--- config.mk ---
export PLATFORM = sky130hd
export DESIGN_NAME = bcd_to_bin_seq
export DESIGN_NICKNAME = d
export VERILOG_FILES = /design/src/rtl/bcd_pkg.sv /design/src/rtl/bcd_mac10.sv /design/src/rtl/bcd_to_bin_seq.sv
export SDC_FILE = /design/constraint.sdc
export NUM_CORES = 1
export LEC_CHECK = 0
export BUFFER_PORTS_ARGS = -buffer_cell sky130_fd_sc_hd__buf_2
export CORE_MARGIN = 10
export CORE_UTILIZATION = 62
export DETAILED_ROUTE_END_ITERATION = 8
export GPL_TIMING_DRIVEN = 0
export PLACE_DENSITY = 0.81
export RECOVER_POWER = 100
export SKIP_CTS_REPAIR_TIMING = 1
export SLEW_MARGIN = 15
export SYNTH_ARGS = -nofsm -noshare
export SYNTH_HDL_FRONTEND = slang
export SYNTH_SLANG_ARGS = --single-unit
--- constraint.sdc ---
create_clock -name clk -period 4.42 [get_ports clk]
set_input_delay 0.221 -clock clk [delete_from_list [all_inputs] [get_ports clk]]
set_output_delay 0.221 -clock clk [all_outputs]
set_load 0.05 [all_outputs]
--- src/rtl/bcd_pkg.sv ---
// ============================================================================
// Module      : bcd_pkg
// Description : Shared constants and FSM state encoding for the BCD blocks.
// Revision    : 1.0 - initial release
// ============================================================================
`default_nettype none

package bcd_pkg;

    localparam int          BCD_NIBBLE_W  = 4;
    localparam logic [3:0]  BCD_MAX_DIGIT = 4'd9;

    typedef logic [1:0] state_t;

    localparam state_t c_st_idle = 2'd0;
    localparam state_t c_st_conv = 2'd1;
    localparam state_t c_st_done = 2'd2;

endpackage

`default_nettype wire

--- src/rtl/bcd_mac10.sv ---
// ============================================================================
// Module      : bcd_mac10
// Description : Combinational acc*10 + digit step with invalid-digit flag.
// Revision    : 1.0 - initial release
// ============================================================================
`default_nettype none

module bcd_mac10
    import bcd_pkg::*;
#(
    parameter int BIN_W = 14
) (
    input  logic [BIN_W-1:0]        i_acc,
    input  logic [BCD_NIBBLE_W-1:0] i_digit,
    output logic [BIN_W-1:0]        o_result,
    output logic                    o_digit_invalid
);

    localparam int c_wide_w = BIN_W + 4;

    logic [c_wide_w-1:0] w_acc_ext;

    assign w_acc_ext = {4'd0, i_acc};

    // Multiply by ten as two shifts so no multiplier is inferred; top bits drop.
    assign o_result = BIN_W'((w_acc_ext << 3) + (w_acc_ext << 1) + c_wide_w'(i_digit));

    assign o_digit_invalid = (i_digit > BCD_MAX_DIGIT);

endmodule

`default_nettype wire

--- src/rtl/bcd_to_bin_seq.sv ---
// ============================================================================
// Module      : bcd_to_bin_seq
// Description : Iterative packed-BCD to binary converter, one digit per clock.
// Revision    : 1.0 - initial release
// ============================================================================
`default_nettype none

module bcd_to_bin_seq
    import bcd_pkg::*;
#(
    parameter int DIGITS = 4,
    parameter int BIN_W  = 14
) (
    input  logic                    clk,
    input  logic                    rst_n,
    input  logic                    in_valid,
    output logic                    in_ready,
    input  logic [4*DIGITS-1:0]     bcd_in,
    output logic                    out_valid,
    input  logic                    out_ready,
    output logic [BIN_W-1:0]        bin_out,
    output logic                    err
);

    localparam int c_cnt_w = (DIGITS > 1) ? $clog2(DIGITS) : 1;

    state_t                  r_state;
    logic [4*DIGITS-1:0]     r_shift;
    logic [BIN_W-1:0]        r_acc;
    logic [BIN_W-1:0]        r_bin;
    logic [c_cnt_w-1:0]      r_cnt;
    logic                    r_err;

    logic [BCD_NIBBLE_W-1:0] w_digit;
    logic [BIN_W-1:0]        w_next_acc;
    logic                    w_invalid;

    assign w_digit = r_shift[4*DIGITS-1 -: BCD_NIBBLE_W];

    bcd_mac10 #(
        .BIN_W (BIN_W)
    ) u_mac10 (
        .i_acc           (r_acc),
        .i_digit         (w_digit),
        .o_result        (w_next_acc),
        .o_digit_invalid (w_invalid)
    );

    always_ff @(posedge clk or negedge rst_n) begin
        if (!rst_n) begin
            r_state <= c_st_idle;
            r_shift <= '0;
            r_acc   <= '0;
            r_bin   <= '0;
            r_cnt   <= '0;
            r_err   <= 1'b0;
        end else begin
            case (r_state)
                c_st_idle: begin
                    if (in_valid) begin
                        r_shift <= bcd_in;
                        r_acc   <= '0;
                        r_err   <= 1'b0;
                        r_cnt   <= c_cnt_w'(DIGITS - 1);
                        r_state <= c_st_conv;
                    end
                end
                c_st_conv: begin
                    r_acc   <= w_next_acc;
                    r_shift <= r_shift << BCD_NIBBLE_W;
                    r_err   <= r_err | w_invalid;
                    if (r_cnt == '0) begin
                        // A bad digit anywhere invalidates the whole value.
                        r_bin   <= (r_err | w_invalid) ? '0 : w_next_acc;
                        r_state <= c_st_done;
                    end else begin
                        r_cnt <= r_cnt - c_cnt_w'(1);
                    end
                end
                c_st_done: begin
                    if (out_ready) begin
                        r_state <= c_st_idle;
                    end
                end
                default: begin
                    r_state <= c_st_idle;
                end
            endcase
        end
    end

    assign in_ready  = (r_state == c_st_idle);
    assign out_valid = (r_state == c_st_done);
    assign bin_out   = r_bin;
    assign err       = r_err;

endmodule

`default_nettype wire

== Word level (Yosys, flattened, before mapping) ==
Index checks and enable logic that the tools add are counted.
Storage, ports and cells
  flip-flop bits (word level): 48
  input bits: 20
  output and inout bits: 17
  logic and storage cells: 38
Cells by class
  add/sub/neg operators: 3
  order comparisons: 1
  equality and inequality tests: 6
  mux-type cells: 14
  bitwise gates (word level): 1
  reductions and logical operators: 7
Operators by type and width (number)
  16-bit one-hot mux with 2 select lines: 1
  13-bit one-hot mux with 2 select lines: 1
  16-bit 2-to-1 mux: 1
  14-bit adder: 1
  14-bit by 4-bit adder with 14-bit output: 1
  14-bit 2-to-1 mux: 1
  13-bit 2-to-1 mux: 1
  2-bit 2-to-1 mux: 5
  2-bit != test (second input constant): 3
  2-bit one-hot mux with 3 select lines: 1
  3-bit AND reduction: 2
  4-bit > comparator (second input constant): 1
  2-bit zero test: 2
  2-bit one-hot mux with 2 select lines: 1
  2-bit AND reduction: 2
  2-bit by 1-bit equality test with 1-bit output (second input constant): 1
  2-bit equality test (second input constant): 1
  2-bit by 1-bit != test with 1-bit output (second input constant): 1
  1-bit one-hot mux with 2 select lines: 1
  2-bit nonzero test: 1
  2-bit by 1-bit subtractor with 2-bit output (second input constant): 1
  1-bit 2-to-1 mux: 1
  1-bit OR: 1

== Logic depth before layout (Yosys ltp) ==
Gate-level depths: netlist of run 1.
  depth after elaboration: 3
  mapped depth: 9
  mapped depth without buffers: 9

== Hierarchy ==
Synthesis of run 1 repeated with hierarchy kept, for this count alone.
Unflattened totals
  cell total of the unflattened synthesis: 271
  area, all modules: 2690.1 µm²
By module, submodules not included
  bcd_to_bin_seq: instances 1, cells an instance 194, area an instance 2026.9 µm², sequential area each 1226.2 µm²
  bcd_mac10: instances 1, cells an instance 77, area an instance 663.1 µm², sequential area each 0.0 µm²

== Worst setup path after synthesis of run 1 ==
Ideal clock, no wire load.
  path kind: register to register
  from: register r_shift[15]
  to: register r_bin[13], in the netlist bin_out[13]
  library setup time: 0.092 ns
  arrival: 2.306 ns
  required time: 4.328 ns
  path slack: 2.022 ns
  cell stages (with the launch flop): 10
  buffers on the path: 0
  clock period less this slack: 2.398 ns
  cell sequence: dfrtp_1 inv_1 fa_1 inv_1 ha_1 a21o_2 nand4_1 a2111o_1 and4_4 o31ai_2
On the way
  longest elaborated chain between the ends: 3
  elaborated cells between the ends (all ways): 4
  classes of those cells: add/sub: 1; order compare: 1; mux: 1; bitwise: 1
RTL lines
  start, declared: RTL line bcd_to_bin_seq.sv:28  | logic [4*DIGITS-1:0] r_shift;
  start signal, assigned: RTL line bcd_to_bin_seq.sv:61  | r_shift <= bcd_in;
  start signal, assigned: RTL line bcd_to_bin_seq.sv:70  | r_shift <= r_shift << BCD_NIBBLE_W;
  branches (longest 2 deep; another with 14-bit by 4-bit adder with 14-bit output)
  14-bit 2-to-1 mux *: RTL line bcd_to_bin_seq.sv:74  | r_bin <= (r_err | w_invalid) ? '0 : w_next_acc;
  end signal, assigned: RTL line bcd_to_bin_seq.sv:74
  end, declared: RTL line bcd_to_bin_seq.sv:30  | logic [BIN_W-1:0] r_bin;
Every way passes the cells marked *.
A chain may end at the register's enable or synchronous reset.

== Final worst setup path of run 1 ==
Same ends and word-level chain as after synthesis.

==> metrics.yaml, run 1 <==
timing:
  finalSetupTns_ps: 0
  hold_viol: 0
  worst_pin_slew_ps: 2487
  fmax_ghz: 0.3799
  fin_skew_ps: 5.843
  min_period_over_period: 0.5956
  final_max_slew_viol_count: 49
  hold_slack_ps: 99.10
  fin_crit_ps: 2632
  rsz0062_at_grt: "no"
  setup_violations: 0
  setup_ws_ps: 1788
  relSlewSlack: -0.6582
setup_path:
  crit_type: "reg -> reg"
  crit_required_ps: 4640
  reg2reg_depth: 9
  start_kind: "flop"
  cp-end-kind: "flop"
  crit_arrival_ps: 2850
  critPathMaxFanout: 4
die:
  initial_core_util: 0.6543
  row_count: 23
  core_area_mm2: 0.004115
  dieHeight_um: 85.90
  die_x_um: 85.90
  ios: 37
  dieArea_mm2: 0.007379
drt:
  drt_iter0_drc: 203
  wl_per_cell_um: 17.45
  wl_um: 6371
  vias_per_cell: 6.003
  dr.pass1.iters: 4
  num_vias: 2191
  ant_nets: 0
  post-route-drc-count: 0
placed_design:
  io_buffer_count: 36
  place_ws_ps: 1813
  gp_congestion: 0.9158
  dp.final_hpwl_um: 4848
logic_synthesis:
  synth_flop_cell: "dfrtp_1"
  synth_xor_area_frac: 0.02277
  synth_top_area_share: 0.4461
  yosysTopAreaCell: "dfrtp_1"
  synth_seq_cells: 48
  synth_compound_area_frac: 0.2128
  synth_top_family_by_area: "compound AO/OA/AOI/OAI gates"
  async_flop_share: 1.000
  yosysSeqAreaShare: 0.4461
  netlist_instances: 271
  synth_area_leaders: "dfrtp_1 45%, ha_1 11%, o21ai_0 4.8%"
  synthMuxAreaShare: 0.02230
  avgSynthCellArea_um2: 9.936
  synth-edff-count: 0
  syn-num-nets: 316
  synthAdderAreaFrac: 0.1217
  synth_cell_types: 35
  synthSimpleGateAreaFrac: 0.1371
  synth_area_mm2: 0.002693
  yosysWarnings: 0
clock_tree:
  tritoncts: "done"
  htreeDepth: 2
  clkTransAtPathRegs_ps: 90
  root_buffer: "clkbuf_8"
  clkLatencyLatePin_ps: 300
  cts.sinks: 48
  cts_buffer_depth: 2
  numCtsBuffers: 5
layout:
  antenna_cells_inserted: 0
  drive_gt1_frac: 0.09206
  nNetsFinal: 359
  syn2layout_area_growth_pct: 12.08
  final_cell_mix: "48 x dfrtp_1, 32 x nand2_1, 30 x clkbuf_1"
  layout_commonest_cell: "dfrtp_1"
  nFillCells: 319
  register_area_mm2: 0.001201
  multi_input_area_mm2: 0.001391
global_routing:
  grt.overflow.total: 0
  grtUsageTotal: 0.1793
  grt_max_degree: 49
  antenna_found_initial: 0
  grt_pass1_vias: 2331
  grt_pass1_wl_um: 10770
run_status:
  status: "finished, violations left"
  violations: "capacitance limit, slew limit"
worst_hold_path:
  holdCritPathClass: "in -> reg"
  worstHoldPathCells: 2
run:
  cap_violations: 1
-- final timing paths --
check                             from     endpoint  slack, ps
setup / recovery           r_shift[15]  bin_out[13]       1790
min in group asynchronous        rst_n   bin_out[7]        680
setup reg to reg           r_shift[15]  bin_out[13]       1790
max in group asynchronous        rst_n   r_shift[0]       2330
hold / removal               out_ready   r_state[1]        100
hold reg to reg             r_shift[6]   r_shift[6]        490
-- synthesized netlist by cell type, types with 4 or more instances --
cell and count:
and3b_1 8, ha_1 23, nand3_1 4, o21ai_0 26
mux2i_1 6, a21oi_1 20, nor2_1 12, o211ai_1 4
nand2_1 32, nand2b_1 4, a22o_1 14, a21o_1 4
inv_1 15, clkbuf_1 9, nor2b_1 6, dfrtp_1 48
xnor2_1 5, a32o_1 6
-- worst max-delay path, cell delays in order, from the launching register on --
cell	delay [ps]
dfrtp_1	380
inv_1	70
fa_1	590
inv_1	60
ha_1	270
a21o_2	130
nand4_1	180
a2111o_1	510
and4_4	200
o31ai_2	160
-- routing by layer --
metal	part of all wire	up-vias	global-route usage
li1	-	1061	-
met1	0.42	1049	0.2099
met2	0.49	65	0.3049
met3	0.055	16	0.04636
met4	0.026	0	0.07036
met5	0	-	0
-- sequential cells by signal (all words and copies together), names as in the netlist --
register	cells
err	1
r_shift	16
r_acc	13
r_cnt	2
bin_out	14
r_state	2
-- through the flow --
stage               utilization  std cells  cell area [um^2]
finish                   0.7334        365              3018
global route             0.7334        365              3018
CTS                      0.7394        365              3043
detailed placement       0.7133        357              2935
global placement         0.7133        357              2935
floorplan                     -        271              2693
-- layout make-up --
| cell class | count | area share |
|---|---|---|
| multi-input cells | 197 | 0.4610 |
| plain buffers | 11 | 0.01368 |
| clock inverters | 2 | 0.01161 |
| well taps | 50 | 0.02073 |
| clock buffers | 6 | 0.02405 |
| flip-flops and latches | 48 | 0.3980 |
| repair buffers | 36 | 0.05224 |
| inverters | 15 | 0.01866 |
-- logic make-up (layout without fill, tap and decap cells) --
kind of cell	Yosys count	in the layout
multiplexers	6	6
buffers and inverters	26	70
AND/OR/NAND/NOR	73	73
XOR/XNOR	7	7
flip-flops	48	48
adder cells (fa/ha/maj)	25	25
AO/OA/AOI/OAI	86	86
Power of run 1 is left out: the tool's default activity adds up to more than one toggle a clock period on the data nets, which glitch-free logic cannot reach.
==> run 2: changes to the inputs <==
ABC_AREA = 1   (was default)
CORE_UTILIZATION = 57   (was 62)
PLACE_DENSITY = 0.75   (was 0.81)
clock period = 2.65 ns   (was 4.42 ns; I/O delays follow)
==> metrics.yaml, run 2 <==
worst_hold_path:
  hp-start: "out_ready"
  holdCritPathClass: "in -> reg"
logic_synthesis:
  synth-edff-count: 0  # unchanged
  syn-num-nets: 386  # +22%
  synth_area_mm2: 0.002755  # +2.3%
  synth_area_leaders: "dfrtp_1 44%, nand2_1 13%, ha_1 10%"
  synth_cell_types: 28  # -20%
  yosysWarnings: 0  # unchanged
  yosysSeqAreaShare: 0.4360  # -0.01013
  yosysTopAreaCell: "dfrtp_1"
  synth_seq_cells: 48  # unchanged
  synth_flop_cell: "dfrtp_1"
  avgSynthCellArea_um2: 8.080  # -19%
  netlist_instances: 341  # +26%
  synth_common_cells: "99 x nand2_1, 48 x dfrtp_1, 42 x inv_1"
  synth.most_common_cell: "nand2_1"
  async_flop_share: 1.000  # unchanged
  synth_top_area_share: 0.4360  # -0.01013
drt:
  ant_nets: 0  # unchanged
  wl_um: 6233  # -2.2%
  vias_per_cell: 5.336  # -11%
  post-route-drc-count: 0  # unchanged
  dr.pass1.iters: 4  # unchanged
  wl_per_cell_um: 14.26  # -18%
  drt_iter0_drc: 66  # -67%
  num_vias: 2332  # +6.4%
placed_design:
  gp_congestion: 0.8956  # -2.2%
  io_buffer_count: 36  # unchanged
  dp.final_hpwl_um: 4682  # -3.4%
layout:
  antenna_cells_inserted: 0  # unchanged
  layout_commonest_cell: "nand2_1"
  largest-register: "r_shift"
  final_cell_mix: "101 x nand2_1, 48 x dfrtp_1, 45 x inv_1"
  syn2layout_area_growth_pct: 10.13
  largest_reg_flops: 16  # unchanged
  drive_gt1_frac: 0.08094  # -0.01112
  nNetsFinal: 429  # +19%
global_routing:
  grt_max_degree: 49  # unchanged
  grt_pass1_wl_um: 10890  # +1.1%
  grt_pass1_vias: 2418  # +3.7%
  grtUsageTotal: 0.1730  # -0.006266
  grt.overflow.total: 0  # unchanged
  antenna_found_initial: 0  # unchanged
setup_path:
  crit_start: "r_shift[15]"
  crit_arrival_ps: 2540  # -310 ps
  start_kind: "flop"
  critPathMaxFanout: 4  # unchanged
  crit_type: "reg -> reg"
  r2r_start: "r_shift[15]"
  cp-end-kind: "flop"
  rrSetupSlack_ps: 350  # -1440 ps
  crit_required_ps: 2890  # -1750 ps
run:
  cap_violations: 1  # unchanged
clock_tree:
  tritoncts: "done"
  numCtsBuffers: 5  # unchanged
  clkTransAtPathRegs_ps: 80  # about the same
  root_buffer: "clkbuf_8"
  cts.sinks: 48  # unchanged
  htreeDepth: 2  # unchanged
  clkLatencyLatePin_ps: 300  # about the same
  cts_buffer_depth: 2  # unchanged
die:
  core_area_mm2: 0.004692  # +14%
  ios: 37  # unchanged
  dieHeight_um: 89.53  # +4.2%
  die_x_um: 89.53  # +4.2%
  initial_core_util: 0.5872  # -0.06710
  dieArea_mm2: 0.008015  # +8.6%
  row_count: 25  # +8.7%
timing:
  fin_crit_ps: 2302  # -330.2 ps
  finalSetupTns_ps: 0  # unchanged
  fin_skew_ps: 6.641  # +0.7983 ps
  final_max_slew_viol_count: 49  # unchanged
  setup_violations: 0  # unchanged
  hold_viol: 0  # unchanged
  worst_pin_slew_ps: 2533  # +45.20 ps
  rsz0062_at_grt: "no"
  min_period_over_period: 0.8688  # +0.2732
  fmax_ghz: 0.4344  # +14%
  relSlewSlack: -0.6884  # -0.03013
run_status:
  violations: "capacitance limit, slew limit"
  status: "finished, violations left"
==> run 2: cell count changes in the layout (fill, tap and decap cells not counted), moves of 6 or more <==
cell	before	now
clkbuf_1	30	23
inv_1	15	45
nor2_1	12	28
nand3_1	4	18
nand2_1	32	101
nor2b_1	6	0
a22o_1	14	3
a32o_1	6	0
mux2i_1	6	0
o21ai_0	26	37
a21oi_1	20	8
and3b_1	8	0
==> run 2: through the flow <==
| step | hold slack [ps] | worst slack, ps | cells | util | area [um^2] |
|---|---|---|---|---|---|
| 2_1_floorplan | -163.1 | 539.1 | 341 | - | 2755 |
| 3_3_place_gp | 317.9 | 410.9 | 431 | 0.6400 | 3003 |
| 3_5_place_dp | 332.2 | 381.9 | 431 | 0.6400 | 3003 |
| 4_1_cts | 9.293 | 355.1 | 437 | 0.6611 | 3102 |
| 5_1_grt | 18.10 | 113.8 | 437 | 0.6467 | 3034 |
| 6_report | 12.18 | 347.8 | 437 | 0.6467 | 3034 |
==> run 2: worst max-delay path: stages (launching register included) <==
cell	delay, ps
dfrtp_1	350
inv_1	80
fa_1	610
inv_1	60
ha_1	310
nand3_1	70
nand3_1	150
nand2_1	100
nand2_1	60
xor2_1	270
nand2_1	90
nand2_1	90
==> run 2: worst paths after layout <==
check | end | cells past startpoint
max reg2reg | bin_out[9] | 11
max | bin_out[9] | 11
min reg2reg | r_cnt[0] | 1
min | r_state[1] | 2
max in group asynchronous | bin_out[10] | 1
min in group asynchronous | r_state[1] | 1
==> run 2: layout make-up <==
type	instances	area, um^2
multi-input combinational	241	1310
sequential	48	1201
fill	433	1658
tap	54	67.56
buffer	6	23.77
clock inverter	1	30.03
clock buffer	5	68.82
timing repair buffer	36	157.7
inverter	46	175.2
==> run 2: logic make-up (layout without fill, tap and decap cells) <==
group | after synthesis | after routing | synth area share
AND/OR/NAND/NOR | 156 | 156 | 0.2434
AO/OA/AOI/OAI | 56 | 56 | 0.1149
buffers and inverters | 52 | 94 | 0.07402
flip-flops | 48 | 48 | 0.4360
adder cells (fa/ha/maj) | 25 | 25 | 0.1190
XOR/XNOR | 4 | 4 | 0.01272
==> run 2: metal layers <==
layer,up-vias,part of all wire,track usage
met5,-,0,0
met4,0,0.018,0.05491
li1,1180,-,-
met1,1102,0.45,0.2108
met2,39,0.48,0.2970
met3,11,0.043,0.03646
Power of run 2 is left out for the same reason.
==> run 3: changes to the inputs <==
CORE_UTILIZATION = 58   (was 57)
PLACE_DENSITY = 0.76   (was 0.75)
SYNTH_HIERARCHICAL = 1   (was default)
==> metrics.yaml, run 3 <==
drt:
  num_vias: 2502  # +7.3%
  vias_per_cell: 5.004  # -6.2%
  drt_iter0_drc: 133  # +100%
  met2_length_um: 2951  # -2.3%
  dr.pass1.iters: 4  # unchanged
  met1_length_um: 3109  # +9.6%
  wl_um: 6458  # +3.6%
  highest_layer: "met4"
  ant_nets: 0  # unchanged
  routed-wl-met3_um: 281  # +5.6%
  post-route-drc-count: 0  # unchanged
  wl_per_cell_um: 12.92  # -9.4%
setup_path:
  cp-end-kind: "flop"
  slowest_stage: "fa_1"
  crit_family: "adder cells"
  r2r_start: "r_acc[0]"
  start_kind: "flop"
  slowest_delay_ps: 530  # -80 ps
  crit_type: "reg -> reg"
  crit_cells: 11  # unchanged
  critPathMaxFanout: 4  # unchanged
  r2r_end: "bin_out[10]"
  crit_start: "r_acc[0]"
  crit_required_ps: 2890  # about the same
  critPathBufInv: 2  # unchanged
  reg2reg_depth: 11  # unchanged
  cp_cell_sequence: "inv_1 -> fa_1 -> inv_1 -> fa_1 -> nand2_1 -> nand3_1 -> nand3_1 -> nand3_1 -> nand2_1 -> nand2_1 -> o21ai_0"
  rrSetupSlack_ps: 320  # -30 ps
  crit_arrival_ps: 2580  # +40 ps
  endpoint: "bin_out[10]"
layout:
  largest-register: "r_shift"
  final_cell_mix: "186 x nand2_1, 48 x dfrtp_1, 34 x nand3_1"
  nFillCells: 434  # +0.23%
  antenna_cells_inserted: 0  # unchanged
  drive_gt1_frac: 0.08545  # +0.004510
  nNetsFinal: 477  # +11%
  syn2layout_area_growth_pct: 11.91
  largest_reg_flops: 16  # unchanged
  fin_cells: 500  # +14%
  layout_commonest_cell: "nand2_1"
die:
  dieHeight_um: 90.46  # +1.0%
  die_x_um: 90.46  # +1.0%
  ios: 37  # unchanged
  core_area_mm2: 0.004755  # +1.3%
  row_count: 25  # unchanged
  dieArea_mm2: 0.008182  # +2.1%
  initial_core_util: 0.6055  # +0.01833
timing:
  fmax_ghz: 0.4288  # -1.3%
  min_period_over_period: 0.8801  # +0.01135
  hold_slack_ps: 1.666  # -10.51 ps
  worst_pin_slew_ps: 2512  # -20.42 ps
  rsz0062_at_grt: "no"
  hold_viol: 0  # unchanged
  fin_crit_ps: 2332  # +30.08 ps
  finalSetupTns_ps: 0  # unchanged
  final_max_slew_viol_count: 49  # unchanged
  relSlewSlack: -0.6748  # +0.01361
  setup_violations: 0  # unchanged
  fin_skew_ps: 8.980  # +2.338 ps
global_routing:
  grt_max_degree: 49  # unchanged
  grtUsageTotal: 0.1645  # -0.008558
  grt_pass1_wl_um: 11220  # +3.0%
  grt.overflow.total: 0  # unchanged
  antenna_found_initial: 0  # unchanged
  grt_pass1_vias: 2441  # +0.95%
power_and_ir_drop:
  ir_worst_vdd_v: 0.0008955
  p_total_uw: 4548
  p_leak_uw: 0.001871
  p_per_area_mw_per_mm2: 1412
logic_synthesis:
  synth_area_mm2: 0.002879  # +4.5%
  syn-num-nets: 434  # +12%
  yosysWarnings: 6  # +6
  netlist_instances: 389  # +14%
  avgSynthCellArea_um2: 7.401  # -8.4%
worst_hold_path:
  holdCritPathClass: "in -> reg"
  worstHoldPathCells: 2  # unchanged
run_status:
  violations: "capacitance limit, slew limit"
  status: "finished, violations left"
run:
  cap_violations: 1  # unchanged
placed_design:
  gp_congestion: 0.8847  # -1.2%
  io_buffer_count: 36  # unchanged
  dp.final_hpwl_um: 5057  # +8.0%
  place_inst: 492  # +14%
clock_tree:
  root_buffer: "clkbuf_8"
  tritoncts: "done"
  numCtsBuffers: 5  # unchanged
  clkLatencyLatePin_ps: 310  # about the same
  clkTransAtPathRegs_ps: 90  # about the same
  htreeDepth: 2  # unchanged
  cts_buffer_depth: 2  # unchanged
  cts.sinks: 48  # unchanged
## run 3: worst min-delay path by stage
stage,startpoint,endpoint,slack [ps]
floorplan,rst_n,bin_out[0],-160
global placement,out_ready,r_state[1],330
detailed placement,out_ready,r_state[1],330
CTS,out_ready,r_state[1],-6
global route,out_ready,r_state[1],1
finish,out_ready,r_state[1],2
## run 3: through the flow
stage,setup WS (ps),cell area [um^2],utilization
2_1_floorplan,578.3,2879,-
3_3_place_gp,380.8,3143,0.6611
3_5_place_dp,345.8,3143,0.6611
4_1_cts,331.0,3269,0.6876
5_1_grt,87.19,3222,0.6776
6_report,317.7,3222,0.6776
## run 3: final cells by class
class	count	area (um^2)	share of cell area
Buffer	12	57.56	0.01786
Tap cell	67	83.83	0.02602
Inverter	35	131.4	0.04078
Sequential cell	48	1201	0.3728
Clock inverter	1	30.03	0.009320
Multi-Input combinational cell	294	1464	0.4544
Timing Repair Buffer	36	157.7	0.04893
Clock buffer	7	96.34	0.02990
## run 3: power by group
part           internal (uW)  switching, uW  leakage (uW)  total [uW]
clock network            333            247     0.0000645         580
registers               1050            223      0.000619        1280
logic                    855           1840       0.00119        2690
## run 3: routing by layer
| layer | vias to the layer above | global-route usage |
|---|---|---|
| li1 | 1304 | - |
| met1 | 1146 | 0.2115 |
| met2 | 42 | 0.2597 |
| met3 | 10 | 0.04156 |
| met4 | 0 | 0.06101 |
| met5 | - | 0 |
Note: power is estimated with default switching activity, not from simulation.
